--- src/rtl/fetch_ctrl_pkg.sv ---
// Shared fetch-stage types: FSM encoding, bus widths and the buffered instruction record.
package fetch_ctrl_pkg;
  localparam int ADDR_W = 16;
  localparam int INST_W = 16;
  localparam logic [ADDR_W-1:0] RESET_ADDR_DEF = 16'h0000;

  typedef enum logic [1:0] {
    ST_IDLE = 2'd0,
    ST_REQ  = 2'd1,
    ST_WAIT = 2'd2
  } fetch_state_e;

  typedef struct packed {
    logic [INST_W-1:0] data;
    logic [ADDR_W-1:0] pc;
  } inst_entry_t;
endpackage

--- src/rtl/fetch_ctrl_if.sv ---
// Fetch-stage signal bundle: instruction memory port, redirect/halt control and decode handshake.
interface fetch_ctrl_if;
  import fetch_ctrl_pkg::*;

  logic              imem_req;
  logic [ADDR_W-1:0] imem_addr;
  logic              imem_gnt;
  logic              imem_rvalid;
  logic [INST_W-1:0] imem_rdata;
  logic              redirect;
  logic [ADDR_W-1:0] redirect_addr;
  logic              halt;
  logic              inst_valid;
  logic [INST_W-1:0] inst_data;
  logic [ADDR_W-1:0] inst_pc;
  logic              inst_ready;

  modport master (
    output imem_req, imem_addr, inst_valid, inst_data, inst_pc,
    input  imem_gnt, imem_rvalid, imem_rdata, redirect, redirect_addr, halt, inst_ready
  );

  modport slave (
    input  imem_req, imem_addr, inst_valid, inst_data, inst_pc,
    output imem_gnt, imem_rvalid, imem_rdata, redirect, redirect_addr, halt, inst_ready
  );
endinterface

--- src/rtl/fetch_ctrl_inst_fifo.sv ---
// Small registered instruction FIFO; head is read straight from storage (no write bypass).
module inst_fifo #(
  parameter int WIDTH = 32,
  parameter int DEPTH = 2
) (
  input  logic                         clk,
  input  logic                         reset,
  input  logic                         push,
  input  logic                         pop,
  input  logic                         flush,
  input  logic [WIDTH-1:0]             din,
  output logic [WIDTH-1:0]             dout,
  output logic                         valid,
  output logic [$clog2(DEPTH+1)-1:0]   count
);
  localparam int PW = (DEPTH > 1) ? $clog2(DEPTH) : 1;
  localparam int CW = $clog2(DEPTH + 1);

  logic [WIDTH-1:0] mem [DEPTH];
  logic [PW-1:0]    rd_ptr, wr_ptr;
  logic             full, do_push, do_pop;

  function automatic logic [PW-1:0] ptr_inc(input logic [PW-1:0] p);
    return (p == PW'(DEPTH - 1)) ? '0 : p + 1'b1;
  endfunction

  assign full    = (count == CW'(DEPTH));
  assign do_pop  = pop && (count != '0);
  // a full buffer may still take a push when the head leaves in the same cycle
  assign do_push = push && (!full || do_pop);

  always_ff @(posedge clk or posedge reset) begin
    if (reset) begin
      rd_ptr <= '0;
      wr_ptr <= '0;
      count  <= '0;
      for (int i = 0; i < DEPTH; i++) mem[i] <= '0;
    end else if (flush) begin
      rd_ptr <= '0;
      wr_ptr <= '0;
      count  <= '0;
    end else begin
      if (do_push) begin
        mem[wr_ptr] <= din;
        wr_ptr      <= ptr_inc(wr_ptr);
      end
      if (do_pop) rd_ptr <= ptr_inc(rd_ptr);
      count <= count + CW'(do_push) - CW'(do_pop);
    end
  end

  assign dout  = mem[rd_ptr];
  assign valid = (count != '0);
endmodule

--- src/rtl/fetch_ctrl.sv ---
// Instruction fetch controller: one outstanding imem read, redirect with single pending drop.
module fetch_ctrl
  import fetch_ctrl_pkg::*;
#(
  parameter logic [ADDR_W-1:0] RESET_ADDR = RESET_ADDR_DEF,
  parameter int                DEPTH      = 2
) (
  input logic          clk,
  input logic          reset,
  fetch_ctrl_if.master bus
);
  localparam int CW = $clog2(DEPTH + 1);

  fetch_state_e      state, state_nxt;
  logic [ADDR_W-1:0] fetch_pc, fetch_pc_nxt, req_addr;
  logic              drop, drop_nxt;
  logic              grant, rsp, push, pop;
  logic [CW-1:0]     count, count_after;
  inst_entry_t       wr_entry, head;

  assign grant       = (state == ST_REQ) && bus.imem_gnt;
  assign rsp         = (state == ST_WAIT) && bus.imem_rvalid;
  assign push        = rsp && !drop && !bus.redirect;
  assign pop         = bus.inst_valid && bus.inst_ready;
  assign count_after = bus.redirect ? '0 : count + CW'(push) - CW'(pop);

  always_comb begin
    state_nxt    = state;
    fetch_pc_nxt = fetch_pc;
    drop_nxt     = drop;
    case (state)
      ST_IDLE: if (!bus.halt && count < CW'(DEPTH)) state_nxt = ST_REQ;
      ST_REQ:  if (bus.imem_gnt) state_nxt = ST_WAIT;
      ST_WAIT: if (bus.imem_rvalid)
                 state_nxt = (!bus.halt && count_after < CW'(DEPTH)) ? ST_REQ : ST_IDLE;
      default: state_nxt = ST_IDLE;
    endcase
    // a dropped request's grant must not move the pc off the redirect target
    if (bus.redirect)        fetch_pc_nxt = bus.redirect_addr;
    else if (grant && !drop) fetch_pc_nxt = fetch_pc + 16'd1;
    if (bus.redirect && (state == ST_REQ || (state == ST_WAIT && !bus.imem_rvalid)))
      drop_nxt = 1'b1;
    else if (rsp)
      drop_nxt = 1'b0;
  end

  always_ff @(posedge clk or posedge reset) begin
    if (reset) begin
      state    <= ST_IDLE;
      fetch_pc <= RESET_ADDR;
      req_addr <= RESET_ADDR;
      drop     <= 1'b0;
    end else begin
      state    <= state_nxt;
      fetch_pc <= fetch_pc_nxt;
      drop     <= drop_nxt;
      // address is latched on REQ entry so a redirect cannot disturb a pending request
      if (state_nxt == ST_REQ && state != ST_REQ) req_addr <= fetch_pc_nxt;
    end
  end

  assign wr_entry = '{data: bus.imem_rdata, pc: req_addr};

  inst_fifo #(.WIDTH($bits(inst_entry_t)), .DEPTH(DEPTH)) u_fifo (
    .clk   (clk),
    .reset (reset),
    .push  (push),
    .pop   (pop),
    .flush (bus.redirect),
    .din   (wr_entry),
    .dout  (head),
    .valid (bus.inst_valid),
    .count (count)
  );

  assign bus.imem_req  = (state == ST_REQ);
  assign bus.imem_addr = req_addr;
  assign bus.inst_data = head.data;
  assign bus.inst_pc   = head.pc;
endmodule

--- src/flat_wrapper.sv ---
// flat-port wrapper written by rule: the top's interface ports become plain ports
module fetch_ctrl_flat import fetch_ctrl_pkg::*;
#(
  parameter logic [ADDR_W-1:0] RESET_ADDR = RESET_ADDR_DEF,
  parameter int                DEPTH      = 2
)
  (clk, reset, bus_imem_req, bus_imem_addr, bus_inst_valid, bus_inst_data, bus_inst_pc, bus_imem_gnt, bus_imem_rvalid, bus_imem_rdata, bus_redirect, bus_redirect_addr, bus_halt, bus_inst_ready);
  fetch_ctrl_if bus_i ();
  input logic clk;
  input logic reset;
  output wire logic [$bits(bus_i.imem_req)-1:0] bus_imem_req;
  output wire logic [$bits(bus_i.imem_addr)-1:0] bus_imem_addr;
  output wire logic [$bits(bus_i.inst_valid)-1:0] bus_inst_valid;
  output wire logic [$bits(bus_i.inst_data)-1:0] bus_inst_data;
  output wire logic [$bits(bus_i.inst_pc)-1:0] bus_inst_pc;
  input wire logic [$bits(bus_i.imem_gnt)-1:0] bus_imem_gnt;
  input wire logic [$bits(bus_i.imem_rvalid)-1:0] bus_imem_rvalid;
  input wire logic [$bits(bus_i.imem_rdata)-1:0] bus_imem_rdata;
  input wire logic [$bits(bus_i.redirect)-1:0] bus_redirect;
  input wire logic [$bits(bus_i.redirect_addr)-1:0] bus_redirect_addr;
  input wire logic [$bits(bus_i.halt)-1:0] bus_halt;
  input wire logic [$bits(bus_i.inst_ready)-1:0] bus_inst_ready;
  assign bus_imem_req = bus_i.imem_req;
  assign bus_imem_addr = bus_i.imem_addr;
  assign bus_inst_valid = bus_i.inst_valid;
  assign bus_inst_data = bus_i.inst_data;
  assign bus_inst_pc = bus_i.inst_pc;
  assign bus_i.imem_gnt = bus_imem_gnt;
  assign bus_i.imem_rvalid = bus_imem_rvalid;
  assign bus_i.imem_rdata = bus_imem_rdata;
  assign bus_i.redirect = bus_redirect;
  assign bus_i.redirect_addr = bus_redirect_addr;
  assign bus_i.halt = bus_halt;
  assign bus_i.inst_ready = bus_inst_ready;
  fetch_ctrl #(.RESET_ADDR(RESET_ADDR), .DEPTH(DEPTH)) u_core (.clk(clk), .reset(reset), .bus(bus_i));
endmodule
--- config.mk ---
export PLATFORM = sky130hd
export DESIGN_NAME = fetch_ctrl_flat
export DESIGN_NICKNAME = d
export VERILOG_FILES = /design/src/rtl/fetch_ctrl_pkg.sv /design/src/rtl/fetch_ctrl_if.sv /design/src/rtl/fetch_ctrl_inst_fifo.sv /design/src/rtl/fetch_ctrl.sv /design/src/flat_wrapper.sv
export SDC_FILE = /design/constraint.sdc
export NUM_CORES = 1
export LEC_CHECK = 0
export ABC_AREA = 1
export CORE_MARGIN = 2
export CORE_UTILIZATION = 45
export CTS_BUF_LIST = sky130_fd_sc_hd__clkbuf_16
export CTS_CLUSTER_SIZE = 12
export DETAILED_ROUTE_END_ITERATION = 8
export GPL_TIMING_DRIVEN = 0
export HOLD_SLACK_MARGIN = 0.06
export PLACE_DENSITY = 0.69
export SYNTH_ARGS = -nofsm -noshare
export SYNTH_HDL_FRONTEND = slang
export SYNTH_SLANG_ARGS = --single-unit
--- constraint.sdc ---
create_clock -name clk -period 5.7 [get_ports clk]
set_input_delay 0.57 -clock clk [delete_from_list [all_inputs] [get_ports clk]]
set_output_delay 0.57 -clock clk [all_outputs]
set_load 0.02 [all_outputs]
==> flow_summary_export.csv, run 1 <==
group,metric,value,unit
global_routing,grt_pass1_vias,4268,
floorplanning,io_pins,89,
place,dp_hpwl,9000,microns
critical_path,path_max_fanout,10,
global_routing,grt_util_all_layers,21.0,%
synth,ys_seq_elements,103,
floorplanning,core,11300,sq um
critical_path,r2r_cells,14,
flow_run,maxCapViolations,0,
place,port_buffers,87,
place,place_area,6230,sq um
synth,synth_edf_count,0,
timing,rsz0062_at_grt,"false",
critical_path,crit_arrival,2370,ps
clock_tree,ctsResizeCount,0,
hold_path,hold_class,"reg -> reg",
timing,slew_viol_final,0,
drt,wirelength,12300,microns
critical_path,cpMaxStageDelayCell,"clkdlybuf4s50_1",
synth,synthFlopType,"dfrtp_1",
clock_tree,clk_transition_reported_paths,70,ps
critical_path,cpMostUsedCell,"clkbuf_1",
timing,period_share,51.5,%
critical_path,required,5130,ps
floorplanning,die_w,111,microns
finish,fillers,1050,
finish,antenna_cells,0,
floorplanning,start_util,45.7,%
clock_tree,cts_hold_buffers,0,
critical_path,r2r-start,"u_core.u_fifo.count[1]$_DFF_PP0_",
hold_path,min_path_cells,2,
timing,skew,12.8,ps
synth,async_flop_share,100,%
floorplanning,die_h,111,microns
place,routabilityCongestion,0.853,
drt,vias,4278,
clock_tree,clk_latency,340,ps
synth,syn_area_per_cell,8.34,sq um
critical_path,r2r-end,"u_core.bus.imem_addr[3]$_DFFE_PP0P_",
finish,syn_to_final_growth,26.6,%
timing,hold_violations,0,
critical_path,cp_top_family,"buffers and inverters",
drt,wl_per_cell,14.3,microns
hold_path,min_to,"u_core.u_fifo.mem[24]$_DFFE_PP0P_",
clock_tree,cts_setup_buffers,0,
clock_tree,htreeDepth,3,
global_routing,grt_first_pass_wirelength,21200,microns
synth,syn-num-nets,659,
global_routing,antenna_found_initial,0,
global_routing,grt_max_degree,68,
power_and_ir_drop,power.density,461,nW/um^2
synth,yosysMostFrequentCell,"nand2_1",
timing,worstMarginPinSlew,491,ps
critical_path,cp_num_buf_inv,3,
clock_tree,cts_made_buffers,9,
critical_path,path_cells,"clkbuf_1, clkbuf_1, nand2_1, o21ai_0, clkdlybuf4s50_1",
clock_tree,cts_tree,"built",
clock_tree,cts.sinks,103,
finish,stdcell_area,6520,sq um
timing,finalCriticalPeriod,2940,ps
finish,layout.nets,758,
timing,fmax,340,MHz
hold_path,hp-start,"u_core.u_fifo.mem[24]$_DFFE_PP0P_",
critical_path,max_stage_delay,670,ps
timing,setup_violations,0,
synth,netlist_area,5150,sq um
synth,yosysUniqueCellTypes,34,
global_routing,grt_overflow,0,
clock_tree,root_buffer,"clkbuf_16",
clock_tree,cts_buffer_depth,2,
floorplanning,dieArea,12300,sq um
synth,synth_top_cell_area_share,50.1,%
synth,seq_area_frac_synth,50.1,%
synth,ys_top_cells_by_area,"dfrtp_1 50%, nand2_1 15%, o21ai_0 7.2%, o21ai_2 4.9%, inv_1 4.1%",
drt,drt_iter0_markers,198,
drt,viasPerCell,4.96,
synth,ys.warnings.count,0,
synth,yosysTopAreaCell,"dfrtp_1",
critical_path,path_class,"reg -> out",
finish,final_layout_size_suffix_gt1_share,14.9,%
critical_path,worstSetupStartpointType,"flop",
drt,dr.pass1.iters,4,
status,outcome,"finished clean",
synth,syn_inst,617,
floorplanning,placementRows,39,
drt,drc,0,
timing,fin_setup_tns,0,ps
timing,slew_headroom,67.3,%
synth,synth_common_cells,"203 x nand2_1, 103 x dfrtp_1, 74 x o21ai_0, 56 x inv_1, 29 x o21ai_2",
power_and_ir_drop,max-vdd-ir-drop,0.197,mV
power_and_ir_drop,total_leakage_power,3.08,nW
critical_path,reg2reg_slack,3260,ps
drt,ant_nets,0,
critical_path,crit_path_end_kind,"primary output",
finish,fin_util,57.8,%
sequential cells by signal, indices dropped and copies added, names as in the netlist:
name and cells:
u_core.u_fifo.mem 64, u_core.u_fifo.wr_ptr 1, u_core.fetch_pc 16, u_core.bus.imem_addr 16
u_core.state 2, u_core.drop 1, u_core.u_fifo.rd_ptr 1, u_core.u_fifo.count 2
worst min-delay path, delay by kind of cell (launching register included):
| kind | cells | cell delay, ps |
|---|---|---|
| flip-flops | 1 | 330 |
| AND/OR/NAND/NOR | 1 | 60 |
| AO/OA/AOI/OAI | 1 | 80 |
power breakdown:
| part | switching [mW] | total, mW | internal (mW) |
|---|---|---|---|
| Clock | 0.261 | 0.599 | 0.337 |
| Sequential | 0.133 | 1.04 | 0.909 |
| Combinational | 0.764 | 1.36 | 0.598 |
| Total | 1.16 | 3.00 | 1.84 |
cell type report:
type                       instances  area [sq um]  share of cell area [%]
clock inverter                     6          62.6                   0.960
timing repair buffer              88           898                    13.8
clock buffer                       9           225                    3.46
sequential                       103          2580                    39.6
inverter                          61           233                    3.57
buffer                            29           195                    3.00
multi-input combinational        424          2140                    32.9
tap                              143           179                    2.75
layout by cell type (no fill, tap or decap), drive strengths merged, types with 7 or more instances in the layout:
cell | synthesis | routed
a21oi | 7 | 7
buf | 17 | 18
clkbuf | 12 | 21
clkdlybuf4s50 | 0 | 87
dfrtp | 103 | 103
inv | 60 | 62
nand2 | 225 | 225
nand3 | 29 | 29
nor2 | 25 | 25
o21ai | 111 | 111
kinds of logic (layout without fill, tap and decap cells):
group                      Yosys count  after routing  synth area share, %
AOI/OAI and AO/OA                  119            119                 13.9
xor gates and xnor gates             4              4                0.681
adders and majority gates            3              3                0.729
buffers and inverters               90            193                 8.26
DFF                                103            103                 50.1
and+or+nand+nor                    298            298                 26.3
layer usage:
metal	vias to the layer above	share of wire [%]	global-route usage [%]	wire, microns
met5	-	0	0	0
met4	0	0.62	4.67	76
met3	5	4.7	3.01	580
met2	113	48	35.0	5870
met1	2006	47	29.5	5770
li1	2154	-	-	-
per-stage QoR:
| stage | setup WS, ps | std cells | total power [mW] | hold slack, ps |
|---|---|---|---|---|
| 2_1_floorplan | 2430 | 617 | 1.81 | 465 |
| 3_3_place_gp | 858 | 847 | 2.40 | 479 |
| 3_5_place_dp | 2880 | 848 | 2.43 | 487 |
| 4_1_cts | 2720 | 863 | 3.04 | 501 |
| 5_1_grt | 2600 | 863 | 3.19 | 524 |
| 6_report | 2760 | 863 | 3.00 | 499 |
worst max path at each step:
| stage | from | end | slack (ps) | cells after the start |
|---|---|---|---|---|
| detailed placement | bus_imem_rvalid | u_core.bus.imem_addr[2]$_DFFE_PP0P_ | 2880 | 14 |
| global route | u_core.u_fifo.rd_ptr$_DFFE_PP0P_ | bus_inst_pc[5] | 2600 | 5 |
| CTS | u_core.u_fifo.rd_ptr$_DFFE_PP0P_ | bus_inst_pc[5] | 2720 | 5 |
| floorplan | reset | u_core.bus.imem_addr[0]$_DFFE_PP0P_ | 2430 | 1 |
| global placement | reset | u_core.fetch_pc[13]$_DFF_PP0_ | 860 | 2 |
| finish | u_core.u_fifo.rd_ptr$_DFFE_PP0P_ | bus_inst_pc[5] | 2760 | 5 |
Note: power is estimated with default switching activity, not from simulation.
==> inputs of run 2 (changes only) <==
Settings changed: PLACE_DENSITY 0.69 to 0.71.
Clock period 5.7 ns to 2.4 ns, I/O delays scaled along.
==> flow_summary_export.csv, run 2 (synthesized netlist as in run 1, its figures left out) <==
group,metric,value,unit
clock_tree,root_buffer,"clkbuf_16",
timing,slew_headroom,67.6,%
finish,antenna_cells,0,
global_routing,antenna_found_initial,0,
critical_path,required,2160,ps
global_routing,grt_first_pass_wirelength,21400,microns
floorplanning,start_util,45.7,%
power_and_ir_drop,total_power,7.28,mW
drt,viasPerCell,5.06,
clock_tree,clk_latency,340,ps
clock_tree,cts_buffer_depth,2,
power_and_ir_drop,max-vdd-ir-drop,0.548,mV
hold_path,hold_class,"in -> reg",
floorplanning,die_w,111,microns
floorplanning,placementRows,39,
timing,fin_setup_tns,0,ps
critical_path,path_class,"reg -> out",
critical_path,crit_arrival,2060,ps
drt,wirelength,12600,microns
floorplanning,core,11300,sq um
timing,period_share,95.9,%
floorplanning,io_pins,89,
drt,dr.pass1.iters,4,
drt,vias,4380,
global_routing,grt_max_degree,37,
finish,fillers,1008,
clock_tree,cts_made_buffers,9,
timing,worstMarginPinSlew,486,ps
global_routing,grt_overflow,0,
drt,drc,0,
floorplanning,die_h,111,microns
place,dp_hpwl,9290,microns
clock_tree,cts.sinks,103,
timing,setup_violations,0,
finish,syn_to_final_growth,28.6,%
timing,slew_viol_final,0,
clock_tree,clk_transition_reported_paths,70,ps
power_and_ir_drop,power.density,1100,nW/um^2
finish,layout_commonest_cell,"nand2_1",
timing,fin_ws,98.1,ps
timing,fmax,434,MHz
power_and_ir_drop,total_leakage_power,3.16,nW
drt,drt_iter0_markers,214,
critical_path,path_max_fanout,10,
floorplanning,dieArea,12300,sq um
clock_tree,cts_tree,"built",
status,outcome,"finished clean",
place,routabilityCongestion,0.843,
place,place_worst_setup_slack,-94.3,ps
clock_tree,htreeDepth,3,
place,port_buffers,87,
finish,regMostFlops,"u_core.u_fifo.mem",
finish,layout.nets,761,
flow_run,maxCapViolations,0,
critical_path,worstSetupStartpointType,"flop",
finish,final_cell_mix,"203 x nand2_1, 103 x dfrtp_1, 79 x clkdlybuf4s50_1",
timing,hold_violations,0,
timing,skew,9.19,ps
critical_path,crit_path_end_kind,"primary output",
finish,final_layout_size_suffix_gt1_share,16.2,%
drt,ant_nets,0,
global_routing,grt_util_all_layers,21.2,%
timing,hold_ws,234,ps
drt,wl_per_cell,14.5,microns
global_routing,grt_pass1_vias,4443,
finish,largest_reg_flops,64,
timing,finalCriticalPeriod,2300,ps
finish,fin_util,58.7,%
==> run 2: changes by cell type in the layout (fill, tap and decap cells not counted), moves of 2 or more <==
| cell | delta |
|---|---|
| clkdlybuf4s50_1 | -8 |
| dlymetal6s2s_1 | +8 |
| clkbuf_1 | -5 |
| clkbuf_2 | +3 |
| clkinvlp_4 | +3 |
| buf_12 | +2 |
| buf_2 | +2 |
==> run 2: critical path, cell delays in order (launching register included) <==
cell	delay [ps]
dfrtp_1	390
clkbuf_2	190
clkbuf_2	230
o21ai_0	270
clkdlybuf4s50_1	650
==> run 2: layout make-up <==
type | instances | area [sq um] | share of cell area [%]
multi-input combinational | 424 | 2150 | 32.4
tap | 143 | 179 | 2.70
clock inverter | 6 | 86.3 | 1.30
sequential | 103 | 2580 | 38.9
timing repair buffer | 91 | 966 | 14.6
inverter | 61 | 236 | 3.57
buffer | 29 | 201 | 3.04
clock buffer | 9 | 225 | 3.40
==> run 2: final timing paths <==
check	endpoint	slack (ps)	cells past startpoint	start
worst max-delay path	bus_inst_data[12]	100	4	u_core.u_fifo.rd_ptr$_DFFE_PP0P_
worst min-delay path	u_core.fetch_pc[4]$_DFF_PP0_	230	2	bus_redirect
worst max register to register	u_core.bus.imem_addr[6]$_DFFE_PP0P_	150	14	u_core.u_fifo.count[1]$_DFF_PP0_
worst min register to register	u_core.u_fifo.mem[28]$_DFFE_PP0P_	500	2	u_core.u_fifo.mem[28]$_DFFE_PP0P_
max in group asynchronous	u_core.u_fifo.mem[15]$_DFFE_PP0P_	1370	4	reset
min in group asynchronous	u_core.u_fifo.count[1]$_DFF_PP0_	280	2	reset
==> run 2: where the power goes <==
part,switching (mW),leakage (nW),internal (mW)
Clock,0.637,0.141,0.905
Combinational,1.83,1.76,1.43
Sequential,0.320,1.26,2.16
Total,2.79,3.16,4.49
==> run 2: stage by stage <==
stage | instance area [sq um] | std cells
after floorplan | 5150 | 617
after global placement | 6200 | 847
after detailed placement | 6270 | 850
after CTS | 6590 | 866
after global routing | 6620 | 866
final | 6620 | 866
==> run 2: what timing repair did <==
action	CTS	global route
hold buffers	0	0
setup endpoints to repair	42	19
setup buffers	1	0
pin swaps	1	1
cloned	0	0
gates resized for setup	5	12
==> run 2: per-layer routing <==
layer	wire, microns	GRT usage (%)
met5	0	0
met4	151	5.58
met3	583	3.01
met2	6060	35.2
met1	5780	29.3
==> inputs of run 3 (changes only) <==
Settings changed: CORE_UTILIZATION 45 to 35, PLACE_DENSITY 0.71 to 0.58.
==> flow_summary_export.csv, run 3 (synthesized netlist as in run 1, its figures left out) <==
group,metric,value,unit
timing,worstMarginPinSlew,882,ps
clock_tree,cts.sinks,103,
power_and_ir_drop,internal_power,4.27,mW
power_and_ir_drop,total_power,7.06,mW
status,outcome,"finished clean",
global_routing,grt_max_degree,42,
global_routing,antenna_found_initial,0,
power_and_ir_drop,pwr-share-comb,46.0,%
timing,hold_violations,0,
hold_path,min_path_cells,2,
timing,finalCriticalPeriod,2240,ps
power_and_ir_drop,p_clk_share,18.9,%
clock_tree,clk_latency,340,ps
drt,ant_nets,0,
hold_path,hold_class,"in -> reg",
critical_path,r2r_cells,14,
power_and_ir_drop,total_leakage_power,3.15,nW
timing,rsz0062_at_grt,"false",
drt,drt_iter0_markers,209,
finish,seqCellArea,2580,sq um
timing,fmax,446,MHz
drt,wirelength,13000,microns
critical_path,r2r-end,"u_core.bus.imem_addr[1]$_DFFE_PP0P_",
power_and_ir_drop,switchingPower,2.79,mW
clock_tree,cts_buffer_depth,2,
finish,final_layout_size_suffix_gt1_share,16.0,%
finish,fillers,1457,
timing,skew,3.46,ps
finish,regMostFlops,"u_core.u_fifo.mem",
drt,drc,0,
drt,dr.pass1.iters,4,
global_routing,use_met3,3.29,%
clock_tree,cts_made_buffers,9,
place,routabilityCongestion,0.826,
floorplanning,core,14400,sq um
drt,viasPerCell,4.75,
critical_path,path_max_fanout,10,
floorplanning,die_h,125,microns
timing,setup_violations,0,
floorplanning,placementRows,44,
place,port_buffers,87,
clock_tree,clk_transition_reported_paths,70,ps
finish,fin_cells,907,
timing,period_share,93.4,%
place,dp.cells,890,
floorplanning,dieArea,15700,sq um
floorplanning,start_util,35.7,%
global_routing,met1_usage,23.8,%
hold_path,hp-start,"bus_redirect",
drt,vias,4309,
global_routing,gr-max-usage-layer,"met2",
global_routing,grt_pass1_vias,4214,
global_routing,grt_util_all_layers,17.1,%
clock_tree,cts_tree,"built",
finish,stdcell_area,6610,sq um
critical_path,crit_path_end_kind,"flop",
global_routing,grt_overflow,0,
place,dp_hpwl,9590,microns
finish,syn_to_final_growth,28.3,%
finish,largest_reg_flops,64,
finish,antenna_cells,0,
finish,layout_commonest_cell,"nand2_1",
floorplanning,die_w,125,microns
timing,fin_setup_tns,0,ps
floorplanning,io_pins,89,
finish,multi_input_area,2150,sq um
global_routing,gr-usage-met2,27.7,%
clock_tree,root_buffer,"clkbuf_16",
global_routing,grt_first_pass_wirelength,21700,microns
critical_path,path_class,"reg -> reg",
finish,layout.nets,760,
place,place_area,6290,sq um
critical_path,reg2reg_slack,160,ps
critical_path,required,2630,ps
critical_path,crit_arrival,2470,ps
critical_path,r2r-start,"u_core.u_fifo.count[1]$_DFF_PP0_",
timing,slew_viol_final,0,
timing,slew_headroom,41.1,%
power_and_ir_drop,swShare,39.5,%
power_and_ir_drop,power.density,1070,nW/um^2
clock_tree,htreeDepth,3,
power_and_ir_drop,max-vdd-ir-drop,0.447,mV
drt,wl_per_cell,14.3,microns
finish,final_cell_mix,"202 x nand2_1, 103 x dfrtp_1, 75 x clkdlybuf4s50_1",
power_and_ir_drop,power.share.sequential,35.2,%
flow_run,maxCapViolations,0,
hold_path,min_to,"u_core.fetch_pc[4]$_DFF_PP0_",
critical_path,worstSetupStartpointType,"flop",
run 3: area by class of cell:
type | instances | area share, %
clock inverters | 7 | 0.625
plain buffers | 29 | 3.09
multi-input cells | 424 | 32.5
clock buffers | 9 | 3.41
flip-flops and latches | 103 | 39.0
repair buffers | 90 | 14.3
inverters | 61 | 3.58
well taps | 184 | 3.48
run 3: power by group through the flow:
stage | registers, mW | logic (mW) | clock network (mW)
after CTS | 2.49 | 3.31 | 1.38
after global routing | 2.54 | 3.54 | 1.43
after detailed placement | 2.52 | 3.29 | 0
after global placement | 2.50 | 3.24 | 0
final | 2.48 | 3.25 | 1.33
after floorplan | 2.56 | 1.73 | 0
run 3: what timing repair did:
action / 4_1_cts / 5_1_grt
buffers inserted: 1 / 0
hold endpoints to repair: 0 / 0
pin swaps: 1 / 1
gates resized for setup: 6 / 18
hold buffers: 0 / 0
setup endpoints to repair: 42 / 32
run 3: worst max path at each step:
stage,start,to,slack [ps]
6_report,u_core.u_fifo.count[1]$_DFF_PP0_,u_core.bus.imem_addr[1]$_DFFE_PP0P_,160
5_1_grt,u_core.u_fifo.rd_ptr$_DFFE_PP0P_,bus_inst_data[10],5
3_5_place_dp,bus_imem_rvalid,u_core.bus.imem_addr[15]$_DFFE_PP0P_,-90
2_1_floorplan,u_core.u_fifo.count[1]$_DFF_PP0_,u_core.bus.imem_addr[15]$_DFFE_PP0P_,250
4_1_cts,u_core.u_fifo.rd_ptr$_DFFE_PP0P_,bus_inst_data[12],20
3_3_place_gp,reset,u_core.fetch_pc[13]$_DFF_PP0_,-170
run 3: metal layers:
metal / up-vias / routed length [microns]
li1: 2153 / -
met1: 2031 / 6140
met5: - / 0
met4: 0 / 90
met2: 118 / 6140
met3: 7 / 617
run 3: through the flow:
step / utilization, % / setup WS, ps / hold slack (ps)
after floorplan: - / 253 / 349
after global placement: 43.3 / -173 / 481
after detailed placement: 43.6 / -91.9 / 488
after CTS: 45.6 / 17.8 / 228
after global routing: 45.8 / 5.23 / 268
final: 45.8 / 159 / 248
run 3: critical path, cell delays in order (launching register included):
cell and delay, ps:
dfrtp_1 370, buf_6 130, or2_4 250, nand2_2 90
inv_2 70, ha_1 270, nor2_1 130, nand2_1 70
nand3_1 80, nand2_2 80, a21oi_4 240, inv_4 90
buf_6 150, nand2_1 60, nand2_1 50
